### src/rtl/vc_switch_allocator.sv
// Switch allocator with per-output round-robin, wormhole packet locking and downstream credit tracking.
// Zero-cycle grant from registered state; a request without a credit for its downstream VC simply waits.
module vc_switch_allocator #(
  parameter int NUM_IN      = 8,
  parameter int NUM_OUT     = 5,
  parameter int NUM_VCS     = 2,
  parameter int BUFFER_SIZE = 8,
  localparam int IW = $clog2(NUM_IN),
  localparam int OW = $clog2(NUM_OUT),
  localparam int VW = (NUM_VCS > 1) ? $clog2(NUM_VCS) : 1,
  localparam int CW = $clog2(BUFFER_SIZE + 1)
) (
  input  logic                                     clk,
  input  logic                                     n_rst,
  input  logic [NUM_IN-1:0]                        req_valid,
  input  logic [NUM_IN-1:0][OW-1:0]                req_outport,
  input  logic [NUM_IN-1:0][VW-1:0]                req_vc,
  input  logic [NUM_IN-1:0]                        req_head,
  input  logic [NUM_IN-1:0]                        req_tail,
  input  logic [NUM_OUT-1:0][NUM_VCS-1:0]          credit_return,
  output logic [NUM_IN-1:0]                        grant,
  output logic [NUM_OUT-1:0][IW-1:0]               select,
  output logic [NUM_OUT-1:0]                       enable,
  output logic [NUM_OUT-1:0][NUM_VCS-1:0][CW-1:0]  credits,
  output logic [NUM_OUT-1:0]                       locked,
  output logic                                     err_overflow
);

  typedef enum logic {IDLE, LOCKED} state_t;

  state_t        state    [NUM_OUT];
  logic [IW-1:0] owner    [NUM_OUT];
  logic [VW-1:0] owner_vc [NUM_OUT];
  logic [IW-1:0] rr_ptr   [NUM_OUT];

  logic [NUM_OUT-1:0][NUM_IN-1:0] elig;
  logic [NUM_OUT-1:0][IW-1:0]     win;
  logic [NUM_OUT-1:0]             found;

  // A locked output only listens to its owner on the VC it latched at the head flit.
  always_comb begin
    elig = '0;
    for (int o = 0; o < NUM_OUT; o++) begin
      for (int i = 0; i < NUM_IN; i++) begin
        if (req_valid[i] && (req_outport[i] == OW'(o)) && (credits[o][req_vc[i]] != '0)) begin
          if (state[o] == IDLE)
            elig[o][i] = req_head[i];
          else
            elig[o][i] = (IW'(i) == owner[o]) && (req_vc[i] == owner_vc[o]);
        end
      end
    end
  end

  always_comb begin
    found = '0;
    win   = '0;
    for (int o = 0; o < NUM_OUT; o++) begin
      for (int k = 1; k <= NUM_IN; k++) begin
        if (!found[o] && elig[o][(int'(rr_ptr[o]) + k) % NUM_IN]) begin
          found[o] = 1'b1;
          win[o]   = IW'((int'(rr_ptr[o]) + k) % NUM_IN);
        end
      end
    end
  end

  always_comb begin
    grant  = '0;
    enable = '0;
    select = '0;
    if (!n_rst) begin
      for (int o = 0; o < NUM_OUT; o++) begin
        if (found[o]) begin
          enable[o]      = 1'b1;
          select[o]      = win[o];
          grant[win[o]]  = 1'b1;
        end
      end
    end
  end

  always_comb begin
    locked = '0;
    for (int o = 0; o < NUM_OUT; o++)
      locked[o] = (state[o] == LOCKED);
  end

  always_ff @(posedge clk) begin
    if (n_rst) begin
      for (int o = 0; o < NUM_OUT; o++) begin
        state[o]    <= IDLE;
        owner[o]    <= '0;
        owner_vc[o] <= '0;
        rr_ptr[o]   <= IW'(NUM_IN - 1);
        for (int v = 0; v < NUM_VCS; v++)
          credits[o][v] <= CW'(BUFFER_SIZE);
      end
      err_overflow <= 1'b0;
    end else begin
      for (int o = 0; o < NUM_OUT; o++) begin
        if (enable[o]) begin
          rr_ptr[o] <= win[o];
          if (state[o] == IDLE && !req_tail[win[o]]) begin
            state[o]    <= LOCKED;
            owner[o]    <= win[o];
            owner_vc[o] <= req_vc[win[o]];
          end else if (state[o] == LOCKED && req_tail[win[o]]) begin
            state[o] <= IDLE;
          end
        end
        // Grant and return in the same cycle cancel; a return into a full counter is a protocol error.
        for (int v = 0; v < NUM_VCS; v++) begin
          if (enable[o] && (req_vc[win[o]] == VW'(v)) && !credit_return[o][v]) begin
            credits[o][v] <= credits[o][v] - CW'(1);
          end else if (credit_return[o][v] && !(enable[o] && (req_vc[win[o]] == VW'(v)))) begin
            if (credits[o][v] == CW'(BUFFER_SIZE))
              err_overflow <= 1'b1;
            else
              credits[o][v] <= credits[o][v] + CW'(1);
          end
        end
      end
    end
  end

endmodule

### config.mk
export PLATFORM = sky130hd
export DESIGN_NAME = vc_switch_allocator
export DESIGN_NICKNAME = d
export VERILOG_FILES = /design/src/rtl/vc_switch_allocator.sv
export SDC_FILE = /design/constraint.sdc
export NUM_CORES = 1
export LEC_CHECK = 0
export ABC_AREA = 0
export BUFFER_PORTS_ARGS = -buffer_cell sky130_fd_sc_hd__buf_2
export CORE_ASPECT_RATIO = 0.5
export CORE_MARGIN = 2
export CORE_UTILIZATION = 55
export DETAILED_ROUTE_END_ITERATION = 8
export PLACE_DENSITY = 0.8
export SLEW_MARGIN = 20
export SYNTH_ARGS = -nofsm -noshare
export SYNTH_HDL_FRONTEND = slang
export SYNTH_SLANG_ARGS = --single-unit
### constraint.sdc
create_clock -name clk -period 5.4 [get_ports clk]
set_clock_uncertainty 0.1 [all_clocks]
set_input_delay 0.54 -clock clk [delete_from_list [all_inputs] [get_ports clk]]
set_output_delay 0.54 -clock clk [all_outputs]
set_load 0.02 [all_outputs]
Yosys cells after proc, flatten, opt, wreduce, memory -nomap -nowiden
Memories as Yosys holds them, arrays and structs flattened.
Cells that the tools add are included.

word-level totals
  bits in registers = 41
  latch bits = 0
  memory bits (writable) = 40
  memory bits (read-only) = 0
  bits of input ports = 68
  output and inout bits = 74
  logic and storage cells = 1273
  memories = 4

memories
  name      words  bits a word  rd ports  clocked after Yosys merged registers in  write ports  RTL line  text
  owner     5      3            5         0                                        5            32        logic [IW-1:0] owner [NUM_OUT];
  rr_ptr    5      3            5         0                                        5            34        logic [IW-1:0] rr_ptr [NUM_OUT];
  owner_vc  5      1            5         0                                        5            33        logic [VW-1:0] owner_vc [NUM_OUT];
  state     5      1            5         0                                        5            31        state_t state [NUM_OUT];

operators by class
  add/subtract/negate cells = 60
  multipliers = 0
  div/mod/pow operators = 0
  $lt $le $gt $ge = 58
  eq/ne operators = 127
  shift operators = 0
  muxes and demuxes = 561
  bitwise operators = 79
  reductions and logical operators = 373

operators with widths
  cell                                                                    count
  4-bit 2-to-1 mux                                                        110
  1-bit 2-to-1 mux                                                        329
  1-bit logical AND                                                       200
  4-bit by 5-bit < comparator with 1-bit output (second input constant)   40
  3-bit 2-to-1 mux                                                        55
  4-bit nonzero test                                                      40
  1-bit binary-select mux with 3-bit select                               50
  3-bit OR reduction                                                      40
  8-bit 2-to-1 mux                                                        10
  3-bit adder (second input constant)                                     20
  3-bit equality test (first input constant)                              20
  1-bit logical NOT                                                       60
  3-bit by 2-bit equality test with 1-bit output (second input constant)  16
  4-bit by 1-bit adder with 4-bit output (second input constant)          10
  1-bit bitwise AND (first input constant)                                40
  1-bit equality test                                                     40
  4-bit equality test (second input constant)                             10
  4-bit by 1-bit subtractor with 4-bit output (second input constant)     10
  3-bit logical NOT                                                       13
  8-bit OR                                                                4
  3-bit by 1-bit adder with 3-bit output (second input constant)          10
  3-bit by 2-bit adder with 3-bit output (second input constant)          10
  2-bit by 3-bit equality test with 1-bit output (first input constant)   10
  1-bit OR                                                                25
  13 further kinds                                                        86

Depth between registers and ports, before layout
  word-level depth = 67
  depth in mapped cells = 27
  mapped depth without buffers = 23

Worst setup path after synthesis
Ideal clock, no wire load.

  kind = register to register
  start = memory rr_ptr[0][0] in the netlist's numbering
  end = register credits[7] in the netlist's numbering
  setup time = 0.137 ns
  arrival = 5.666 ns
  required time = 5.163 ns
  slack = -0.503 ns
  cell stages (with the launch flop) = 26
  path buffers = 5
  period minus slack after synthesis = 5.903 ns
  cell sequence = edfxtp_1 > clkbuf_1 > clkinv_1 > clkbuf_1 > ha_1 > clkbuf_1 > mux4_2 > o211ai_1 > nor3_1 > and3_1 > o31ai_1 > and3_1 > clkbuf_1 > clkbuf_1 > mux2i_1 > mux2i_1 > mux2_2 > nand2_1 > inv_1 > ha_1 > ha_1 > a21o_1 > a21oi_1 > xnor2_1 > and3_1 > o21ai_0

RTL lines
  element                         RTL line  text
  start: declaration              34
  end signal: indexed assignment  97        credits[o][v] <= CW'(BUFFER_SIZE);
  end signal: indexed assignment  115       credits[o][v] <= credits[o][v] - CW'(1);
  end signal: indexed assignment  120       credits[o][v] <= credits[o][v] + CW'(1);
  end: declaration                24        output logic [NUM_OUT-1:0][NUM_VCS-1:0][CW-1:0] credits,

==> out/results.ini <==
[placement]
portBuffers=141
gp_congestion=1.08
hpwl_um=40100

[cells_and_area]
drive_gt1_frac=0.354
antenna_cells=0
synthToLayoutAreaGrowth_pct=29.9
nets=2193
fillerInstances=1661

[grt]
grt_pass1_vias=14710
track_usage=0.382
grt_pass1_wl_um=80200
grt_max_degree=42
antenna_found_initial=0
grt_overflow=0

[logic_synthesis]
syn-instance-count=1698
synth.area.top_cells=mux2i_1, edfxtp_1, mux4_2
seq_area_frac_synth=0.146
synth_warnings=0
synthFlopType=dfxtp_1
avgSynthCellArea_um2=8.13
synth_top_area_cell=mux2i_1
ys_ff_latch=81
synthArstFlopShare=0
ys_types=102
synth_area_mm2=0.0138
synth_top_area_frac=0.0986
synth_nets=1826
synth_edf_count=39
synth.most_common_cell=nand2_1
ys_top_cells_by_count=nand2_1, mux2i_1, nor2_1

[clocking]
root_buffer=clkbuf_16
cts_sinks=81
path_clk_slew_ps=70
cts_buffers=9
h-tree-depth=3
cts.path.max_buffers=2
hold_buffers=0
cts_tree=built
clk_latency_ps=370

[die]
die_h_um=116
dieWidth_um=228
io_pins=142
initial_core_util=0.568
core-area_mm2=0.0243
design.die.area_mm2=0.0265
rows=40

[drt]
drtPass1Iterations=9
viasPerCell=7.03
vias=16913
wl_per_cell_um=23.2
final_antenna_net_count=0
first_iter_violations=2887
drc_errors=2
drt-total-wl_um=55700

[sta]
relSlewSlack=0.552
grt_setup_unrepaired=yes
hold_viol=0
setup_viol=9
period_share=1.02
worst_pin_slew_ps=671
fmax_mhz=181
drv_slew=0
setup_ws_ps=-124
tns_ps=-709
final.min_clock_period_ps=5520

[setup_path]
path_buf_inv=5
arrival_ps=4880
critPathRequiredTime_ps=4760
slowest_delay_ps=540
r2r-start=owner_vc[0][2]
path_delay_family=compound AO/OA/AOI/OAI gates
path_common_cell=buf_4
setup.worst_path.class=register to primary output
cp_cell_sequence=buf_4 -> xor2_1 -> o41ai_1 -> nand3_1 -> mux4_2 -> mux2_2 -> a22oi_2 -> buf_4 -> nor3_1 -> a21oi_1 -> buf_4 -> nor2_2 -> buf_4 -> nor2_1 -> a311oi_1 -> a31oi_1 -> buf_2
slowest_stage=mux4_2
setup.worst_path.start=owner_vc[0][0]
end_kind=primary output
startpoint_type=register
path_max_fanout=6

[outcome]
run_status=finished with violations
violations=DRC, setup timing

[flow_run]
max-cap-violations=0

[hold_path]
hp-class=register to register
hold_path_startpoint=credits[26]

==> cell usage in the layout (no fill, tap or decap), drive strengths merged, types with 49 or more instances in the layout <==
cell,Yosys,layout
a21oi,64,64
and3,50,50
buf,35,462
ha,50,50
inv,96,99
mux2i,137,137
mux4,50,50
nand2,150,150
nand3,57,57
nor2,149,149
o21ai,51,51
xor2,49,49
==> worst reg2reg max path: cells and delay by family (launching register included) <==
kind | cells | cell delay [ps]
AOI/OAI and AO/OA | 6 | 860
xor gates and xnor gates | 2 | 320
adders and majority gates | 2 | 480
buffers and inverters | 7 | 1050
DFF | 1 | 390
muxes | 3 | 880
and+or+nand+nor | 7 | 1310
==> layer usage <==
layer | part of all wire | global-route usage | vias to the layer above
met4 | 0.064 | 0.164 | 0
met5 | 0 | 0 | -
met3 | 0.15 | 0.0972 | 366
li1 | - | - | 7226
met2 | 0.42 | 0.601 | 1475
met1 | 0.37 | 0.504 | 7846
==> what timing repair did <==
item / 4_1_cts / 5_1_grt
setup buffers: 9 / 28
gates resized for setup: 2 / 132
pin swaps: 3 / 28
endpoints found under the setup margin: 12 / 70
hold endpoints to repair: 0 / 0
gates cloned: 0 / 1
==> state kept, by name, summed over array words and instances (netlist names) <==
| signal | count |
|---|---|
| credits | 40 |
| rr_ptr | 15 |
| err_overflow | 1 |
| owner_vc | 5 |
| owner | 15 |
| state | 5 |
==> through the flow <==
step | util | instances | hold WS, ps | worst slack [ps] | cell area, um2
6_report | 0.738 | 2406 | 417 | -124 | 17900
5_1_grt | 0.738 | 2406 | 420 | -293 | 17900
4_1_cts | 0.703 | 2378 | 402 | 1.95 | 17100
3_5_place_dp | 0.686 | 2353 | 394 | -246 | 16700
3_3_place_gp | 0.686 | 2353 | 380 | -44.3 | 16700
2_1_floorplan | - | 1698 | 453 | 0.0373 | 13900
==> logic make-up after synthesis <==
kind of cell,after synthesis,synth area share
xor gates and xnor gates,90,0.0571
adders and majority gates,60,0.0598
DFF,81,0.146
buffers and inverters,206,0.0600
muxes,220,0.209
and+or+nand+nor,625,0.234
AOI/OAI and AO/OA,416,0.234
==> cell type report <==
class / instances / area [um2] / area share
clock buffer: 11 / 275 / 0.0153
clock inverter: 5 / 63.8 / 0.00356
inverter: 100 / 377 / 0.0210
multi-input combinational: 1411 / 11600 / 0.647
sequential: 81 / 2010 / 0.112
tap: 336 / 420 / 0.0234
timing repair buffer: 462 / 3180 / 0.177
==> final timing paths <==
path | depth (start not counted) | slack, ps | endpoint
hold / removal | 2 | 420 | credits[26]
setup / recovery | 17 | -120 | grant[4]
hold reg to reg | 2 | 420 | credits[26]
setup reg to reg | 27 | -80 | credits[23]
Power is left out: the tool's default activity adds up to more than one toggle a clock period on the data nets, which glitch-free logic cannot reach.
